[config.mk]
export PLATFORM = sky130hd
export DESIGN_NAME = reg_block_master_flat
export DESIGN_NICKNAME = d
export VERILOG_FILES = /design/src/rtl/reg_block_master_pkg.sv /design/src/rtl/reg_block_master_if.sv /design/src/rtl/reg_block_master.sv /design/src/flat_wrapper.sv
export SDC_FILE = /design/constraint.sdc
export NUM_CORES = 1
export LEC_CHECK = 0
export CELL_PAD_IN_SITES_DETAIL_PLACEMENT = 1
export CELL_PAD_IN_SITES_GLOBAL_PLACEMENT = 2
export CORE_ASPECT_RATIO = 1.2
export CORE_MARGIN = 2
export CORE_UTILIZATION = 23
export DETAILED_ROUTE_END_ITERATION = 8
export PLACE_DENSITY = 0.91
export SLEW_MARGIN = 20
export SYNTH_ARGS = -nofsm -noshare
export SYNTH_HDL_FRONTEND = slang
export SYNTH_SLANG_ARGS = --single-unit
[constraint.sdc]
create_clock -name sysclk -period 1.8 [get_ports sysclk]
set_input_delay 0.36 -clock sysclk [delete_from_list [all_inputs] [get_ports sysclk]]
set_output_delay 0.36 -clock sysclk [all_outputs]
set_load 0.05 [all_outputs]
[src/rtl/reg_block_master_pkg.sv]
// Shared types and sizes for the register-bus initiator.
package reg_block_master_pkg;

    localparam int ADDR_W  = 8;
    localparam int DATA_W  = 32;
    localparam int LEN_W   = 6;
    localparam int LEN_MAX = 64;
    localparam int CNT_W   = 7;

    typedef enum logic [2:0] {
        IDLE,
        WR_WAIT,
        WR_STB,
        WR_GAP,
        RD_ADDR,
        RD_WAIT,
        RD_OUT
    } state_t;

    // A zero length field stands for the largest block, 64 quadlets.
    function automatic logic [CNT_W-1:0] len_decode(input logic [LEN_W-1:0] len);
        return (len == '0) ? CNT_W'(LEN_MAX) : {1'b0, len};
    endfunction

endpackage

[src/rtl/reg_block_master_if.sv]
// Request, write-data, read-data and register-file signals of the initiator.
// master = the initiator itself, slave = packet layer plus responder side.
interface reg_block_master_if;
    import reg_block_master_pkg::*;

    logic              req_valid;
    logic              req_ready;
    logic              req_write;
    logic [ADDR_W-1:0] req_addr;
    logic [LEN_W-1:0]  req_len;
    logic              req_incr;

    logic              wdat_valid;
    logic              wdat_ready;
    logic [DATA_W-1:0] wdat;

    logic              rdat_valid;
    logic              rdat_ready;
    logic [DATA_W-1:0] rdat;
    logic              rdat_last;

    logic              busy;

    logic [ADDR_W-1:0] reg_addr;
    logic [DATA_W-1:0] reg_wdata;
    logic              wr_en;
    logic [DATA_W-1:0] reg_rdata;

    modport master (
        input  req_valid, req_write, req_addr, req_len, req_incr,
        input  wdat_valid, wdat, rdat_ready, reg_rdata,
        output req_ready, wdat_ready, rdat_valid, rdat, rdat_last, busy,
        output reg_addr, reg_wdata, wr_en
    );

    modport slave (
        output req_valid, req_write, req_addr, req_len, req_incr,
        output wdat_valid, wdat, rdat_ready, reg_rdata,
        input  req_ready, wdat_ready, rdat_valid, rdat, rdat_last, busy,
        input  reg_addr, reg_wdata, wr_en
    );

endinterface

[src/rtl/reg_block_master.sv]
// Register-bus initiator: turns quadlet/block requests into one-cycle write
// strobes and latency-matched register reads, with optional address increment.
module reg_block_master
    import reg_block_master_pkg::*;
#(
    parameter int RD_LAT = 1,
    parameter int GAP    = 1
) (
    input  logic               sysclk,
    input  logic               reset,
    reg_block_master_if.master bus
);

    // Gap counter starts at GAP-1 so WR_GAP lasts exactly GAP cycles; the read
    // wait runs RD_LAT+1 cycles so the responder's registered data has settled
    // a full cycle before we capture it.
    localparam logic [1:0] GAP_LOAD = 2'(GAP - 1);
    localparam logic [2:0] LAT_LOAD = 3'(RD_LAT);

    state_t            state;
    state_t            state_nxt;
    logic [CNT_W-1:0]  cnt;
    logic [2:0]        lat_cnt;
    logic [1:0]        gap_cnt;
    logic              incr_q;
    logic [ADDR_W-1:0] addr_q;
    logic [DATA_W-1:0] wdata_q;
    logic [DATA_W-1:0] rdat_q;

    logic req_ready_c;
    logic wdat_ready_c;
    logic wr_en_c;
    logic rdat_valid_c;
    logic rdat_last_c;
    logic busy_c;
    logic accept;

    assign accept = bus.req_valid & req_ready_c;

    // State register; reset abandons any transfer in flight.
    always_ff @(posedge sysclk) begin
        if (!reset) state <= IDLE;
        else        state <= state_nxt;
    end

    // Next-state sequencing of write and read quadlets.
    always_comb begin
        state_nxt = state;
        case (state)
            IDLE:    if (accept) state_nxt = bus.req_write ? WR_WAIT : RD_ADDR;
            WR_WAIT: if (bus.wdat_valid) state_nxt = WR_STB;
            WR_STB:  state_nxt = WR_GAP;
            WR_GAP:  if (gap_cnt == '0) state_nxt = (cnt != '0) ? WR_WAIT : IDLE;
            RD_ADDR: state_nxt = RD_WAIT;
            RD_WAIT: if (lat_cnt == '0) state_nxt = RD_OUT;
            RD_OUT:  if (bus.rdat_ready) state_nxt = (cnt == CNT_W'(1)) ? IDLE : RD_ADDR;
            default: state_nxt = IDLE;
        endcase
    end

    // Moore outputs decoded from the current state; ready is held off while
    // reset is asserted.
    always_comb begin
        req_ready_c  = 1'b0;
        wdat_ready_c = 1'b0;
        wr_en_c      = 1'b0;
        rdat_valid_c = 1'b0;
        rdat_last_c  = 1'b0;
        busy_c       = (state != IDLE);
        case (state)
            IDLE:    req_ready_c  = reset;
            WR_WAIT: wdat_ready_c = 1'b1;
            WR_STB:  wr_en_c      = 1'b1;
            RD_OUT: begin
                rdat_valid_c = 1'b1;
                rdat_last_c  = (cnt == CNT_W'(1));
            end
            default: ;
        endcase
    end

    // Address, data and counters; the address only moves on leaving WR_GAP or
    // RD_OUT so it is never disturbed under a strobe or a pending read.
    always_ff @(posedge sysclk) begin
        if (!reset) begin
            addr_q  <= '0;
            wdata_q <= '0;
            rdat_q  <= '0;
            cnt     <= '0;
            incr_q  <= 1'b0;
            lat_cnt <= '0;
            gap_cnt <= '0;
        end else begin
            case (state)
                IDLE: if (accept) begin
                    addr_q <= bus.req_addr;
                    cnt    <= len_decode(bus.req_len);
                    incr_q <= bus.req_incr;
                end
                WR_WAIT: if (bus.wdat_valid) wdata_q <= bus.wdat;
                WR_STB: begin
                    cnt     <= cnt - CNT_W'(1);
                    gap_cnt <= GAP_LOAD;
                end
                WR_GAP: begin
                    if (gap_cnt != '0) gap_cnt <= gap_cnt - 2'd1;
                    else if (incr_q)   addr_q  <= addr_q + ADDR_W'(1);
                end
                RD_ADDR: lat_cnt <= LAT_LOAD;
                RD_WAIT: begin
                    if (lat_cnt != '0) lat_cnt <= lat_cnt - 3'd1;
                    else               rdat_q  <= bus.reg_rdata;
                end
                RD_OUT: if (bus.rdat_ready) begin
                    cnt <= cnt - CNT_W'(1);
                    if (incr_q) addr_q <= addr_q + ADDR_W'(1);
                end
                default: ;
            endcase
        end
    end

    assign bus.req_ready  = req_ready_c;
    assign bus.wdat_ready = wdat_ready_c;
    assign bus.wr_en      = wr_en_c;
    assign bus.rdat_valid = rdat_valid_c;
    assign bus.rdat_last  = rdat_last_c;
    assign bus.busy       = busy_c;
    assign bus.reg_addr   = addr_q;
    assign bus.reg_wdata  = wdata_q;
    assign bus.rdat       = rdat_q;

endmodule

[src/flat_wrapper.sv]
// flat-port wrapper written by rule: the top's interface ports become plain ports
module reg_block_master_flat import reg_block_master_pkg::*;
#(
    parameter int RD_LAT = 1,
    parameter int GAP    = 1
)
  (sysclk, reset, bus_req_valid, bus_req_write, bus_req_addr, bus_req_len, bus_req_incr, bus_wdat_valid, bus_wdat, bus_rdat_ready, bus_reg_rdata, bus_req_ready, bus_wdat_ready, bus_rdat_valid, bus_rdat, bus_rdat_last, bus_busy, bus_reg_addr, bus_reg_wdata, bus_wr_en);
  reg_block_master_if bus_i ();
  input  logic sysclk;
  input  logic reset;
  input wire logic [$bits(bus_i.req_valid)-1:0] bus_req_valid;
  input wire logic [$bits(bus_i.req_write)-1:0] bus_req_write;
  input wire logic [$bits(bus_i.req_addr)-1:0] bus_req_addr;
  input wire logic [$bits(bus_i.req_len)-1:0] bus_req_len;
  input wire logic [$bits(bus_i.req_incr)-1:0] bus_req_incr;
  input wire logic [$bits(bus_i.wdat_valid)-1:0] bus_wdat_valid;
  input wire logic [$bits(bus_i.wdat)-1:0] bus_wdat;
  input wire logic [$bits(bus_i.rdat_ready)-1:0] bus_rdat_ready;
  input wire logic [$bits(bus_i.reg_rdata)-1:0] bus_reg_rdata;
  output wire logic [$bits(bus_i.req_ready)-1:0] bus_req_ready;
  output wire logic [$bits(bus_i.wdat_ready)-1:0] bus_wdat_ready;
  output wire logic [$bits(bus_i.rdat_valid)-1:0] bus_rdat_valid;
  output wire logic [$bits(bus_i.rdat)-1:0] bus_rdat;
  output wire logic [$bits(bus_i.rdat_last)-1:0] bus_rdat_last;
  output wire logic [$bits(bus_i.busy)-1:0] bus_busy;
  output wire logic [$bits(bus_i.reg_addr)-1:0] bus_reg_addr;
  output wire logic [$bits(bus_i.reg_wdata)-1:0] bus_reg_wdata;
  output wire logic [$bits(bus_i.wr_en)-1:0] bus_wr_en;
  assign bus_i.req_valid = bus_req_valid;
  assign bus_i.req_write = bus_req_write;
  assign bus_i.req_addr = bus_req_addr;
  assign bus_i.req_len = bus_req_len;
  assign bus_i.req_incr = bus_req_incr;
  assign bus_i.wdat_valid = bus_wdat_valid;
  assign bus_i.wdat = bus_wdat;
  assign bus_i.rdat_ready = bus_rdat_ready;
  assign bus_i.reg_rdata = bus_reg_rdata;
  assign bus_req_ready = bus_i.req_ready;
  assign bus_wdat_ready = bus_i.wdat_ready;
  assign bus_rdat_valid = bus_i.rdat_valid;
  assign bus_rdat = bus_i.rdat;
  assign bus_rdat_last = bus_i.rdat_last;
  assign bus_busy = bus_i.busy;
  assign bus_reg_addr = bus_i.reg_addr;
  assign bus_reg_wdata = bus_i.reg_wdata;
  assign bus_wr_en = bus_i.wr_en;
  reg_block_master #(.RD_LAT(RD_LAT), .GAP(GAP)) u_core (.sysclk(sysclk), .reset(reset), .bus(bus_i));
endmodule
==> out/results.tsv <==
metric	value	unit
worstPathArrival	1.47	ns
post-route-worst-setup-slack	-0.03383	ns
critPathKind	register to output port	
final-setup-viol-count	1	
cts_buffers	9	
whs	0.4546	ns
fp.dieW	122.7	µm
core	0.01672	mm²
p_total	0.007647	W
synth_top_area_cell	dfxtp_1	
cts_tree	built	
synth_area_leaders	dfxtp_1 (45%), nand2_1 (14%), a21oi_1 (10%), clkbuf_1 (2.3%), ha_1 (2.3%)	
dieArea	0.01797	mm²
maxCapViolations	0	
place_area	0.005803	mm²
synth_top_cell_area_share	45.30	%
ys_warn_count	0	
stdcell_count	896	
r2r-end	u_core.bus.reg_addr[1]	
grt-ovfl-total	0	
status	finished, violations left	
ff2ff_setup_slack	0.11	ns
cts_htree_levels	3	
rsz0062_at_grt	true	
end_kind	output port	
hold_path_depth	2	
vias_per_cell	4.712	
wl_per_cell	15.17	µm
slowest_stage	dfxtp_2	
clockBufferDepth	2	
timing.rr.start	u_core.gap_cnt[0]	
netlist_area	0.003889	mm²
clk_pin_slew	0.06	ns
ys_types	55	
vias	4222	
ant_nets	0	
critical_path.max_stage_delay	0.32	ns
ys_ff_latch	88	
clk_latency	0.34	ns
fp.dieH	146.4	µm
failed_checks	negative setup slack	
max_slew.worst_pin.slew	0.4323	ns
port_buffers	162	
maxSlewHeadroom	71.16	%
syn_nets	585	
track_usage	15.06	%
grt_max_degree	65	
final_core_util	37.95	%
firstDrtPassIters	4	
area_delta_synth_final	63.16	%
hold_viol_final	0	
fin_nets	767	
drv_slew	0	
clock_skew	0.007420	ns
grt_pass1_wl	21660	µm
min_period_over_period	101.9	%
grt_pass1_vias	4475	
synth_enable_flop_cells	0	
wl	13590	µm
ir_drop	0.0003935	V
fmax	0.5453	GHz
drcViolationCount	0	
hold_start	u_core.bus.rdat[29]	
ios	163	
leakage	2.422	nW
fin_crit	1.834	ns
ys.flop_type	dfxtp_1	
syn_area_per_cell	7.888	µm²
synthArstFlopShare	0	%
hp-class	register to register	
dp_hpwl	9893	µm
routabilityCongestion	0.8070	
drtIter0Drc	230	
p_per_area	1205	mW/mm²
postSynthCellCount	493	
start_kind	register	
fin_area	0.006345	mm²
start_util	23.26	%
rows	52	
r2r_cells	6	
cts-root-buf	clkbuf_16	
drive_above_1_share	25.44	%
n_antenna_cell	0	
path_cells	inv_2 -> ha_4 -> nor4b_4 -> buf_4 -> and3_4 -> buf_12	
yosysSeqAreaShare	45.30	%
dp.cells	868	
holdPathEnd	u_core.bus.rdat[29]	
postCtsHoldBufs	0	
cts.sinks	88	
path_max_fanout	2	
antenna_found_initial	0	
worstPathRequired	1.44	ns
[worst max path at each step]
stage	from	end	slack, ns	cells past startpoint
floorplan	u_core.state[0]	bus_rdat_last	-0.32	5
global placement	reset	u_core.cnt[0]	-0.08	5
detailed placement	bus_req_len[1]	u_core.cnt[6]	-0.20	5
CTS	u_core.cnt[1]	bus_rdat_last	-0.05	6
global route	u_core.cnt[1]	bus_rdat_last	-0.13	6
finish	u_core.cnt[1]	bus_rdat_last	-0.03	6
[layout make-up]
class / instances / area [µm²]
multi-input combinational: 359 / 2048
tap: 216 / 270.3
fill: 1965 / 10380
timing repair buffer: 204 / 1878
sequential: 88 / 1773
clock buffer: 12 / 246.5
clock inverter: 4 / 76.32
inverter: 13 / 52.55
[synth_stat cells (2+ instances only)]
cell	instances
o211ai_1	4
a21oi_1	81
and3_1	3
nor3_1	8
buf_2	6
and2_1	5
nor3b_1	2
dfxtp_1	88
o21ai_0	3
o311ai_0	4
o31ai_1	8
a31oi_1	5
mux2_2	5
nand2_1	144
a21o_1	2
nor4_1	3
nor2_1	21
nand4_1	3
buf_4	2
nand2b_1	5
a32o_1	3
inv_1	12
a31o_1	4
ha_1	7
clkbuf_1	24
or2_2	2
a32oi_1	2
nand3_1	8
nor2b_1	3
[routing by layer]
| metal | wire length [µm] | track usage [%] | vias to the layer above | part of all wire, % |
|---|---|---|---|---|
| met5 | 0 | 0 | - | 0 |
| li1 | - | - | 2057 | - |
| met1 | 5323 | 16.18 | 2020 | 39 |
| met3 | 863 | 5.039 | 23 | 6.4 |
| met2 | 7178 | 27.18 | 122 | 53 |
| met4 | 223 | 4.943 | 0 | 1.6 |
[cells by family (layout without fill, tap and decap cells)]
group | after synthesis | in the layout | synth area share, %
simple gates | 213 | 213 | 23.68
flops | 88 | 88 | 45.30
buf+inv | 46 | 233 | 4.826
fa+ha+maj | 7 | 7 | 2.252
compound gates | 131 | 131 | 21.14
mux | 7 | 7 | 2.091
xor+xnor | 1 | 1 | 0.7079
[critical path: cells and delay by family, from the launching register on]
| family | cells | cell delay [ns] |
|---|---|---|
| flip-flops | 1 | 0.32 |
| adder cells (fa/ha/maj) | 1 | 0.12 |
| AND/OR/NAND/NOR | 2 | 0.35 |
| buffers and inverters | 3 | 0.34 |
[registers in the layout, summed over array words and instances (netlist names)]
register,cells
u_core.bus.rdat,32
u_core.bus.reg_addr,8
u_core.bus.reg_wdata,32
u_core.cnt,7
u_core.gap_cnt,2
u_core.incr_q,1
u_core.lat_cnt,3
u_core.state,3
[report_power, final]
part | switching (W) | internal, W
Sequential | 0.000214 | 0.00217
Combinational | 0.00185 | 0.00135
Clock | 0.000790 | 0.00126
[stage by stage]
step	setup TNS (ns)	setup slack, ns
finish	-0.03383	-0.03383
global placement	-0.5247	-0.07627
floorplan	-0.3155	-0.3155
detailed placement	-1.466	-0.2021
CTS	-0.06053	-0.05273
global route	-0.1597	-0.1316
[cells in the final DEF, fill, tap and decap left out, types with 3 or more instances in the layout]
master,synthesis,final
nand2_1,144,144
nand4_1,3,3
nor2_1,21,17
dfxtp_1,88,83
clkdlybuf4s50_1,0,84
a32o_1,3,3
a31oi_1,5,5
o311ai_0,4,4
o21ai_0,3,3
nand3_1,8,8
o31ai_1,8,8
nor3_1,8,7
buf_12,0,10
clkbuf_16,0,9
and2_1,5,5
inv_1,12,10
a21oi_1,81,81
nand2b_1,5,3
ha_1,7,5
mux2_2,5,5
nor2_4,0,3
dfxtp_2,0,3
a31o_1,4,4
nor4_1,3,3
buf_4,2,108
o211ai_1,4,4
[what timing repair did]
action | in CTS | in global routing
gates resized for setup | 20 | 13
pin swaps | 0 | 2
setup buffers | 7 | 5
setup endpoints to repair | 6 | 47
(Power assumes the default switching activity.)
